File: src/rtl/nova_pkg.sv
// Shared definitions for the nova power sequencer: FSM state encoding,
// register word offsets, register bit positions and a byte-lane merge helper.
package nova_pkg;

  typedef enum logic [2:0] {
    ST_OFF      = 3'd0,
    ST_SW_UP    = 3'd1,
    ST_ISO_REL  = 3'd2,
    ST_CLK_RUN  = 3'd3,
    ST_ON       = 3'd4,
    ST_RST_ASRT = 3'd5,
    ST_SW_DN    = 3'd6,
    ST_FAULT    = 3'd7
  } state_t;

  localparam logic [2:0] OFS_CTRL    = 3'd0;
  localparam logic [2:0] OFS_STATUS  = 3'd2;
  localparam logic [2:0] OFS_TIMEOUT = 3'd4;

  localparam int CTRL_SWREQ_BIT = 0;
  localparam int CTRL_IRQEN_BIT = 1;
  localparam int STAT_ERR_BIT   = 4;
  localparam int STAT_ACK_BIT   = 5;

  localparam logic [15:0] TIMEOUT_RST = 16'h0100;

  function automatic logic [15:0] byteMerge(input logic [15:0] oldVal,
                                            input logic [15:0] newVal,
                                            input logic [1:0]  be);
    byteMerge = {be[1] ? newVal[15:8] : oldVal[15:8],
                 be[0] ? newVal[7:0]  : oldVal[7:0]};
  endfunction

endpackage

File: src/rtl/nova_sync2.sv
// Two-flop synchronizer bringing the asynchronous switch-chain acknowledge
// into the clk_reg domain; clears to 0 on reset.
module nova_sync2 (
  input  logic clk_reg,
  input  logic reset_n,
  input  logic i_d,
  output logic o_q
);

  logic r_meta;
  logic r_sync;

  always_ff @(posedge clk_reg or negedge reset_n) begin
    if (!reset_n) begin
      r_meta <= 1'b0;
      r_sync <= 1'b0;
    end else begin
      r_meta <= i_d;
      r_sync <= r_meta;
    end
  end

  assign o_q = r_sync;

endmodule

File: src/rtl/nova_pwr_seq.sv
// Power/clock/reset sequencer for the nova decoder domain with its CTRL/STATUS/TIMEOUT
// register file on the per_* bus; every sequencing output comes straight from a flop.
module nova_pwr_seq
  import nova_pkg::*;
#(
  parameter logic [14:0] BASE_ADDR  = 15'h0198,
  parameter int          DEC_WD     = 3,
  parameter int          SETTLE_CYC = 8,
  parameter int          RST_CYC    = 4
) (
  input  logic        clk_reg,
  input  logic        reset_n,
  input  logic [13:0] per_addr,
  input  logic [15:0] per_din,
  input  logic        per_en,
  input  logic [1:0]  per_we,
  output logic [15:0] per_dout,
  input  logic        power_control,
  output logic        power_ack,
  output logic        sw_en,
  input  logic        sw_ack,
  output logic        iso_en,
  output logic        clk_gate_en,
  output logic        nova_reset_n,
  output logic        irq
);

  localparam logic [15:0] SETTLE_LAST = 16'(SETTLE_CYC - 1);
  localparam logic [15:0] RST_LAST    = 16'(RST_CYC - 1);
  localparam logic [15:0] DOWN_LAST   = 16'(RST_CYC + SETTLE_CYC - 1);

  logic              w_sel, w_wr, w_rd, w_ackSync, w_req;
  logic [DEC_WD-1:0] w_offset;
  logic              w_ctrlWr, w_statusWr, w_timeoutWr;
  logic              w_errSet, w_errNext, w_irqEnNext;
  logic [15:0]       w_rdData, w_cntNext;
  state_t            r_state, w_stateNext;
  logic [15:0]       r_cnt, r_timeout;
  logic              r_swEn, r_isoEn, r_clkGate, r_novaRstN, r_pwrAck;
  logic              w_swEnNext, w_isoEnNext, w_clkGateNext, w_novaRstNNext, w_pwrAckNext;
  logic              r_swReq, r_irqEn, r_err, r_irq;

  nova_sync2 u_ackSync (
    .clk_reg (clk_reg),
    .reset_n (reset_n),
    .i_d     (sw_ack),
    .o_q     (w_ackSync)
  );

  assign w_sel       = per_en & (per_addr[13:DEC_WD-1] == BASE_ADDR[14:DEC_WD]);
  assign w_offset    = {per_addr[DEC_WD-2:0], 1'b0};
  assign w_wr        = w_sel & (|per_we);
  assign w_rd        = w_sel & (per_we == 2'b00);
  assign w_ctrlWr    = w_wr & (w_offset == DEC_WD'(OFS_CTRL));
  assign w_statusWr  = w_wr & (w_offset == DEC_WD'(OFS_STATUS));
  assign w_timeoutWr = w_wr & (w_offset == DEC_WD'(OFS_TIMEOUT));
  assign w_req       = power_control | r_swReq;

  // A hardware error set in the same cycle as a software clear must survive.
  assign w_errNext   = w_errSet | (r_err & ~(w_statusWr & per_we[0] & per_din[STAT_ERR_BIT]));
  assign w_irqEnNext = (w_ctrlWr & per_we[0]) ? per_din[CTRL_IRQEN_BIT] : r_irqEn;

  always_comb begin
    w_rdData = '0;
    case (w_offset)
      DEC_WD'(OFS_CTRL): begin
        w_rdData[CTRL_SWREQ_BIT] = r_swReq;
        w_rdData[CTRL_IRQEN_BIT] = r_irqEn;
      end
      DEC_WD'(OFS_STATUS): begin
        w_rdData[2:0]          = r_state;
        w_rdData[STAT_ERR_BIT] = r_err;
        w_rdData[STAT_ACK_BIT] = w_ackSync;
      end
      DEC_WD'(OFS_TIMEOUT): w_rdData = r_timeout;
      default:              w_rdData = '0;
    endcase
  end

  assign per_dout = w_rd ? w_rdData : 16'h0000;

  always_ff @(posedge clk_reg or negedge reset_n) begin
    if (!reset_n) begin
      r_swReq   <= 1'b0;
      r_irqEn   <= 1'b0;
      r_err     <= 1'b0;
      r_irq     <= 1'b0;
      r_timeout <= TIMEOUT_RST;
    end else begin
      r_err   <= w_errNext;
      r_irqEn <= w_irqEnNext;
      r_irq   <= w_errNext & w_irqEnNext;
      if (w_ctrlWr & per_we[0]) r_swReq <= per_din[CTRL_SWREQ_BIT];
      if (w_timeoutWr) r_timeout <= byteMerge(r_timeout, per_din, per_we);
    end
  end

  // Once a power-up or power-down has started it always runs to completion.
  always_comb begin
    w_stateNext    = r_state;
    w_swEnNext     = r_swEn;
    w_isoEnNext    = r_isoEn;
    w_clkGateNext  = r_clkGate;
    w_novaRstNNext = r_novaRstN;
    w_pwrAckNext   = r_pwrAck;
    w_errSet       = 1'b0;
    case (r_state)
      ST_OFF: if (w_req) begin
        w_swEnNext  = 1'b1;
        w_stateNext = ST_SW_UP;
      end
      ST_SW_UP: if (w_ackSync) begin
        w_isoEnNext = 1'b0;
        w_stateNext = ST_ISO_REL;
      end else if (r_cnt == r_timeout) begin
        w_errSet    = 1'b1;
        w_swEnNext  = 1'b0;
        w_stateNext = ST_FAULT;
      end
      ST_ISO_REL: if (r_cnt == SETTLE_LAST) begin
        w_clkGateNext = 1'b1;
        w_stateNext   = ST_CLK_RUN;
      end
      ST_CLK_RUN: if (r_cnt == RST_LAST) begin
        w_novaRstNNext = 1'b1;
        w_pwrAckNext   = 1'b1;
        w_stateNext    = ST_ON;
      end
      ST_ON: if (!w_req) begin
        w_novaRstNNext = 1'b0;
        w_pwrAckNext   = 1'b0;
        w_stateNext    = ST_RST_ASRT;
      end
      ST_RST_ASRT: begin
        if (r_cnt == RST_LAST) w_clkGateNext = 1'b0;
        if (r_cnt == DOWN_LAST) begin
          w_isoEnNext = 1'b1;
          w_swEnNext  = 1'b0;
          w_stateNext = ST_SW_DN;
        end
      end
      ST_SW_DN: if (!w_ackSync) begin
        w_stateNext = ST_OFF;
      end else if (r_cnt == r_timeout) begin
        w_errSet    = 1'b1;
        w_stateNext = ST_OFF;
      end
      ST_FAULT: if (!w_req) w_stateNext = ST_OFF;
      default: w_stateNext = ST_OFF;
    endcase
  end

  assign w_cntNext = (w_stateNext != r_state) ? 16'h0000 :
                     (r_cnt == 16'hFFFF)      ? r_cnt    : r_cnt + 16'd1;

  always_ff @(posedge clk_reg or negedge reset_n) begin
    if (!reset_n) begin
      r_state    <= ST_OFF;
      r_cnt      <= 16'h0000;
      r_swEn     <= 1'b0;
      r_isoEn    <= 1'b1;
      r_clkGate  <= 1'b0;
      r_novaRstN <= 1'b0;
      r_pwrAck   <= 1'b0;
    end else begin
      r_state    <= w_stateNext;
      r_cnt      <= w_cntNext;
      r_swEn     <= w_swEnNext;
      r_isoEn    <= w_isoEnNext;
      r_clkGate  <= w_clkGateNext;
      r_novaRstN <= w_novaRstNNext;
      r_pwrAck   <= w_pwrAckNext;
    end
  end

  assign sw_en        = r_swEn;
  assign iso_en       = r_isoEn;
  assign clk_gate_en  = r_clkGate;
  assign nova_reset_n = r_novaRstN;
  assign power_ack    = r_pwrAck;
  assign irq          = r_irq;

  // The nova clock may only run while the domain is powered and unclamped.
  assert property (@(posedge clk_reg) disable iff (!reset_n)
                   r_clkGate |-> (!r_isoEn && r_swEn));
  assert property (@(posedge clk_reg) disable iff (!reset_n)
                   r_novaRstN |-> r_clkGate);

endmodule

File: config.mk
export PLATFORM = sky130hd
export DESIGN_NAME = nova_pwr_seq
export DESIGN_NICKNAME = d
export VERILOG_FILES = /design/src/rtl/nova_pkg.sv /design/src/rtl/nova_sync2.sv /design/src/rtl/nova_pwr_seq.sv
export SDC_FILE = /design/constraint.sdc
export NUM_CORES = 1
export LEC_CHECK = 0
export BUFFER_PORTS_ARGS = -buffer_cell sky130_fd_sc_hd__buf_2
export CAP_MARGIN = 20
export CORE_ASPECT_RATIO = 0.8
export CORE_MARGIN = 2
export CORE_UTILIZATION = 55
export CTS_BUF_LIST = sky130_fd_sc_hd__clkbuf_4 sky130_fd_sc_hd__clkbuf_8 sky130_fd_sc_hd__clkbuf_16
export CTS_CLUSTER_SIZE = 40
export DETAILED_ROUTE_END_ITERATION = 12
export GPL_TIMING_DRIVEN = 0
export HOLD_SLACK_MARGIN = 0.12
export PLACE_DENSITY = 0.77
export REMOVE_ABC_BUFFERS = 1
export SLEW_MARGIN = 0
export SYNTH_ARGS = -nofsm -noshare
export SYNTH_HDL_FRONTEND = slang
export SYNTH_SLANG_ARGS = --single-unit
export TNS_END_PERCENT = 100
File: constraint.sdc
create_clock -name clk_reg -period 3.9 [get_ports clk_reg]
set_clock_uncertainty 0.2 [all_clocks]
set_input_delay 1.17 -clock clk_reg [delete_from_list [all_inputs] [get_ports clk_reg]]
set_output_delay 1.17 -clock clk_reg [all_outputs]
set_load 0.05 [all_outputs]
Word level (Yosys, flattened, before mapping):

Index checks and enable logic that the tools add are counted.

* memory bits (read-only): 0
* bits in latches: 0
* word-level logic and storage cells: 107
* memory bits (writable): 0
* flip-flop bits (word level): 45
* memories kept: 0

* add/sub/neg operators: 1
* order comparisons: 0
* shifts and indexed selects: 0
* bitwise logic cells: 14
* mux-type cells: 38
* divide/modulo/power cells: 0
* reductions and logical operators: 14
* eq/ne operators: 26
* $mul: 0

Operator list (number)
* $mux W16: 3
* $mux W3: 10
* $pmux W3 S8: 1
* $ne A2 B2 Y1 const B: 9
* $add A16 B1 Y16 const B: 1
* $eq A16 B16 Y1: 1
* $eq A16 B16 Y1 const B: 1
* $eq A16 B2 Y1 const B: 1
* $eq A16 B3 Y1 const B: 1
* $eq A16 B4 Y1 const B: 1
* $mux W1: 15
* $eq A12 B6 Y1 const B: 1
* $eq A3 B3 Y1 const B: 4
* $and A1 B1 Y1: 11
* $mux W10: 1
* $pmux W1 S2: 5
* $reduce_and A3 Y1: 3
* $eq A3 B2 Y1 const B: 2
* $logic_not A3 Y1: 2
* $pmux W2 S3: 1
* $reduce_bool A2 Y1: 3
* $reduce_and A5 Y1: 1
* $pmux W2 S2: 1
* $reduce_and A2 Y1: 2
* other kinds (11): 12

Logic depth before layout (Yosys ltp):

Gate-level depths: netlist of the first run.

* word-level depth: 10
* mapped depth: 8

Hierarchy:

From an unflattened synthesis of the first run, not the netlist that was laid out.

* cell total of the unflattened synthesis: 289
* area, all modules: 2792.7 um^2

By module, submodules not included
* nova_pwr_seq: area each 2742.6 um^2, cells an instance 287, times used 1
* nova_sync2: area each 50.0 um^2, cells an instance 2, times used 1

Least setup slack after synthesis of the first run:

No wires, ideal clock.

* kind: input to output
* start point: input per_addr[9]
* end point: output per_dout[0]
* buffers on the path: 0
* data required time: 2.530 ns
* stages: 4
* arrival: 3.128 ns
* slack: -0.598 ns
* cells stage by stage: nor4b_1 nand3_1 or3_1 nor3_1

* longest elaborated chain between the ends: 4

RTL lines
* from (decl): RTL line nova_pwr_seq.sv:13 `input logic [13:0] per_addr,`
* $eq A12 B6 Y1: RTL line nova_pwr_seq.sv:50 `assign w_sel = per_en & (per_addr[13:DEC_WD-1] == BASE_ADDR[14:DEC_WD]);`
* $and A1 B1 Y1: RTL line nova_pwr_seq.sv:50
* $and A1 B1 Y1: RTL line nova_pwr_seq.sv:53 `assign w_rd = w_sel & (per_we == 2'b00);`
* $mux W16: RTL line nova_pwr_seq.sv:80 `assign per_dout = w_rd ? w_rdData : 16'h0000;`
* to (decl): RTL line nova_pwr_seq.sv:17 `output logic [15:0] per_dout,`

Every way passes these cells.

Worst setup path after layout of the first run:

* start point: input per_addr[2]
* end point: output per_dout[3]

The elaborated chain is that of the path after synthesis.

==> results of run 1 <==
## area by class of cell
| cell class | instances | area, µm² | share of cell area, % |
|---|---|---|---|
| clock buffers | 7 | 90.1 | 2.56 |
| well taps | 62 | 77.6 | 2.20 |
| flip-flops and latches | 45 | 1130 | 32.0 |
| clock inverters | 1 | 7.51 | 0.213 |
| repair buffers | 65 | 542 | 15.4 |
| inverters | 7 | 26.3 | 0.746 |
| multi-input cells | 212 | 1650 | 46.9 |
## timing repair
| action | in CTS | in global routing |
|---|---|---|
| pin swaps | 3 | 9 |
| setup endpoints to repair | 16 | 16 |
| buffers inserted | 1 | 4 |
| gates cloned | 0 | 1 |
| gates resized for setup | 41 | 35 |
| hold buffers | 0 | 0 |
## registers in the layout (all words and copies together), names as in the netlist
signal,flops
r_swReq,1
r_state,3
iso_en,1
r_err,1
r_cnt,16
u_ackSync.r_meta,1
power_ack,1
r_timeout,16
sw_en,1
r_irqEn,1
u_ackSync.o_q,1
irq,1
clk_gate_en,1
## cells by family after synthesis
family	count (synthesis)	share of synthesized area [%]
simple gates	119	24.4
compound gates	40	10.5
flops	45	40.7
xor+xnor	29	9.16
buf+inv	22	5.37
fa+ha+maj	5	2.26
mux	19	7.67
## where the power goes
part           switching [mW]  internal, mW
registers               0.102         0.510
clock network           0.158         0.151
logic                   0.352         0.185
total                   0.612         0.846
## per-layer routing
layer,GRT usage (%),vias up,share of wire [%]
li1,-,1124,-
met1,34.0,1189,43
met2,39.6,139,46
met3,6.11,19,7.9
met4,7.17,0,2.8
met5,0,-,0
## worst paths after layout
kind	depth (start not counted)	slack, ns	endpoint	start
max	9	-0.08	per_dout[3]	per_addr[2]
min	0	0.15	u_ackSync.o_q	u_ackSync.r_meta
max reg2reg	7	1.05	r_cnt[9]	r_cnt[0]
min reg2reg	0	0.15	u_ackSync.o_q	u_ackSync.r_meta
max in group asynchronous	2	2.48	iso_en	reset_n
min in group asynchronous	1	0.49	r_swReq	reset_n
## cells in the mapped netlist (all sizes together)
cell | number | area (µm²)
dfrtp | 43 | 1080
nor3 | 26 | 145
nand2 | 24 | 90.1
xnor2 | 24 | 210
mux2 | 18 | 203
nor2 | 18 | 67.6
and3 | 13 | 82.6
o21ai | 12 | 67.6
buf | 9 | 76.3
nand3 | 9 | 45.0
nand4 | 8 | 56.3
a21oi | 7 | 35.0
clkbuf | 6 | 46.3
inv | 6 | 22.5
nor4 | 6 | 58.8
ha | 5 | 62.6
xor2 | 5 | 43.8
a22oi | 4 | 30.0
nor4b | 4 | 50.1
o211ai | 4 | 30.0
and4 | 3 | 27.5
a222oi | 2 | 20.0
a31oi | 2 | 12.5
and2 | 2 | 12.5
dfstp | 2 | 52.6
nand2b | 2 | 12.5
o2111ai | 2 | 17.5
o31ai | 2 | 28.8
a22o | 1 | 8.76
clkinv | 1 | 3.75
mux2i | 1 | 10.0
nand3b | 1 | 7.51
nor3b | 1 | 7.51
o22a | 1 | 8.76
o22ai | 1 | 6.26
o2bb2ai | 1 | 8.76
o311ai | 1 | 16.3
or2b | 1 | 7.51
or3 | 1 | 6.26
## worst max-delay path: cells and delay by family
family | cells | cell delay, ns
buffers and inverters | 4 | 0.48
AND/OR/NAND/NOR | 5 | 0.95
==> impl_metrics.ini, run 1 <==
[placement]
routabilityCongestion = 0.862
place_ws_ns = -0.888
place_area_um2 = 3020
dp_hpwl_um = 4530
placed_cells = 384
port_buffers = 58

[grt]
grt_pass1_vias = 2172
track_usage_pct = 24.8
grt-ovfl-total = 0
grt_pass1_wl_um = 10800
grt_max_degree = 46
antenna_found_initial = 0

[sta]
fin_crit_sh_pct = 102
fin_ws_ns = -0.0830
report.final.hold_viol_count = 0
min_period_ns = 3.98
slew_viol_final = 0
slew_headroom_pct = 51.1
setup-tns-final_ns = -0.915
fmax_mhz = 251
hold_ws_ns = 0.155
setup_violations = 14
rsz0062_at_grt = true
tightest_slew_ns = 0.731

[worst_setup_path]
end_kind = primary output
cp_slowest_cell = nor4_4
cp.required_ns = 2.53
worst_setup_path_start_kind = input pin
cp_max_fo = 5
crit_top_cell = buf_8
worst_ep_arrival_time_ns = 2.61
path_cells = buf_8, nand2_4, nor4_4, nand3_2, nor3_4, buf_6, clkbuf_16, and3_4, buf_8
slowest_delay_ns = 0.33
crit_type = in -> out

[logic_synthesis]
yosysSeqAreaShare_pct = 40.7
synth.cell_area_um2 = 2770
synthCells = 279
ys_seq_elements = 45
avgSynthCellArea_um2 = 9.94
yosysWarnings = 0
synth_cell_types = 53

[run_status]
status = complete, but fails checks
violations = negative setup slack

[drt]
vias = 2471
drcViolationCount = 0
drt_wl_total_um = 7780
drt-initial-drc-count = 254
wl_per_cell_um = 19.5
firstDrtPassIters = 6
viasPerCell = 6.19
ant_nets = 0

[final_layout]
fin_area_um2 = 3520
syn_to_final_growth_pct = 27.0
nets = 378
fillers = 322
final_cell_count_no_fill = 399
layout-drive-gt1-share_pct = 38.9
post-route-util_pct = 71.6
insertedDiodeCount = 0
mostFrequentLayoutCell = dfrtp_1
mostFrequentLayoutCells = 43 x dfrtp_1, 39 x buf_2, 24 x xnor2_1, 22 x nand2_1, 19 x nor3_1

[floorplan]
coreArea_um2 = 4920
start_util_pct = 56.4
io_pins = 59
dieArea_um2 = 5630
fp.dieW_um = 83.4
rows = 23
die_height_um = 67.5

[power_and_ir_drop]
pwr_density_cell_nw_per_um2 = 414
ir_drop_uv = 287
total_power_mw = 1.46
p_leak_nw = 1.49

[clocking]
cts_max_level = 2
clockBufferDepth = 2
path_clk_slew_ns = 0.08
cts_tree = yes
cts_root_buf = clkbuf_8
clk_latency_ns = 0.31
clock-sinks = 45
numCtsBuffers = 5

[job]
drv_cap = 0

[worst_hold_path]
hold_class = reg -> reg
Power figures use the tool's default switching activity.
==> run 2, diff against run 1 <==
--- a/config.mk
+++ b/config.mk
@@ -17,6 +17,7 @@
 export HOLD_SLACK_MARGIN = 0.12
 export PLACE_DENSITY = 0.77
 export REMOVE_ABC_BUFFERS = 1
+export SKIP_LAST_GASP = 1
 export SLEW_MARGIN = 0
 export SYNTH_ARGS = -nofsm -noshare
 export SYNTH_HDL_FRONTEND = slang
==> run 2 against run 1 <==
The run still ends with negative setup slack left. Utilization is 1.7 points lower. Worst hold slack hardly changed. Via count is 3.6% lower. Cell area is 2.4% lower. Critical path depth stayed put. First-iteration DRC count is 1.2% higher. Die area stayed put. Setup slack worse by 0.0068 ns. Routed wire length is 11% lower. Sequential power hardly changed. Flip-flop and latch count stayed put. Global-route usage is 0.65 points lower.
==> impl_metrics.ini, run 2 (synthesis results as in run 1) <==
[power_and_ir_drop]
ir_drop_uv = 287
p_leak_nw = 1.48
pwr_density_cell_nw_per_um2 = 422
total_power_mw = 1.45

[clocking]
cts_root_buf = clkbuf_8
cts_max_level = 2
path_clk_slew_ns = 0.08
clockBufferDepth = 2
clk_latency_ns = 0.31
cts_tree = yes
clock-sinks = 45
cts_hold_buf = 0
numCtsBuffers = 5

[grt]
antenna_found_initial = 0
grt_max_degree = 46
grt-ovfl-total = 0
track_usage_pct = 24.1
grt_pass1_wl_um = 10600
grt_pass1_vias = 2181

[sta]
slew_headroom_pct = 50.6
fin_crit_sh_pct = 102
setup-tns-final_ns = -0.765
slew_viol_final = 0
tightest_slew_ns = 0.740
fmax_mhz = 251
rsz0062_at_grt = true
min_period_ns = 3.99
fin_ws_ns = -0.0898
setup_violations = 14
report.final.hold_viol_count = 0
hold_ws_ns = 0.155

[floorplan]
dieArea_um2 = 5630
coreArea_um2 = 4920
rows = 23
start_util_pct = 56.4
io_pins = 59
fp.dieW_um = 83.4
die_height_um = 67.5

[job]
drv_cap = 0

[final_layout]
syn_to_final_growth_pct = 24.0
nets = 376
mostFrequentLayoutCells = 43 x dfrtp_1, 40 x buf_2, 24 x xnor2_1, 22 x nand2_1, 19 x nor3_1
insertedDiodeCount = 0
reg_top3 = r_cnt x16, r_timeout x16, r_state x3
final_cell_count_no_fill = 397
mostFrequentLayoutCell = dfrtp_1
layout-drive-gt1-share_pct = 36.1

[placement]
routabilityCongestion = 0.862
placed_cells = 384
dp_hpwl_um = 4530
port_buffers = 58
place_ws_ns = -0.888

[worst_setup_path]
startpoint = per_addr[2]
r2r_start = r_cnt[0]
worst_ep_arrival_time_ns = 2.62
worst_setup_path_start_kind = input pin
cp_max_fo = 5
end_kind = primary output
crit_type = in -> out
cp.required_ns = 2.53

[drt]
ant_nets = 0
drt_wl_total_um = 6920
vias = 2382
firstDrtPassIters = 5
drt-initial-drc-count = 257
drcViolationCount = 0
viasPerCell = 6.00
wl_per_cell_um = 17.4

[worst_hold_path]
hold_class = reg -> reg
hp-start = u_ackSync.r_meta

[run_status]
status = complete, but fails checks
violations = negative setup slack
==> run 2: cell count changes in the layout (fill, tap and decap cells not counted) <==
cell,previous run,this run
buf_4,2,0
nor2_2,3,2
buf_2,39,40
buf_6,13,17
and3_4,11,4
buf_8,8,3
nor2_1,15,16
and3_1,1,8
nor3_2,4,5
nor3_4,3,2
==> run 2: worst max-delay path, stage by stage <==
cell	delay, ns
buf_6	0.08
nand2_4	0.05
nor4_4	0.35
nand3_2	0.17
nor3_4	0.19
buf_6	0.15
clkbuf_16	0.13
and3_4	0.18
buf_6	0.15
==> run 2: through the flow <==
| step | utilization, % | instance area (µm²) |
|---|---|---|
| finish | 69.9 | 3440 |
| global route | 69.9 | 3440 |
| CTS | 66.7 | 3280 |
| detailed placement | 61.4 | 3020 |
| global placement | 61.4 | 3020 |
| floorplan | - | 2650 |
==> run 2: report_power, final <==
| part | switching, mW | internal [mW] |
|---|---|---|
| combinational | 0.348 | 0.184 |
| sequential | 0.101 | 0.510 |
| clock | 0.159 | 0.151 |
| total | 0.608 | 0.845 |
==> run 2: routing by layer <==
layer  global-route usage (%)  vias up  share of wire, %  routed length [µm]
met5                        0        -                 0                   0
met4                     7.17        0               1.2                  81
met3                     6.85       10               7.7                 533
met2                     38.6      113                47                3260
met1                     32.5     1137                44                3040
li1                         -     1122                 -                   -
==> run 2: path summary, 6_finish.rpt <==
path	endpoint	slack [ns]	cells after the start
min reg2reg	u_ackSync.o_q	0.15	0
min	u_ackSync.o_q	0.15	0
max reg2reg	r_cnt[3]	1.09	7
min in group asynchronous	r_swReq	0.48	1
max in group asynchronous	iso_en	2.49	2
max	per_dout[8]	-0.09	9
==> run 2: final cells by class <==
class	instances	area (µm²)
clock buffers	7	90.1
fillers	335	1480
multi-input cells	212	1610
clock inverters	1	7.51
repair buffers	63	502
inverters	7	26.3
flip-flops and latches	45	1130
well taps	62	77.6
==> run 2: repair_timing <==
action                                  4_1_cts  5_1_grt
cloned                                        0        1
endpoints found under the setup margin       16       16
gates resized for setup                      38       23
pin swaps                                     3        6
setup buffers                                 1        2
hold endpoints to repair                      0        0
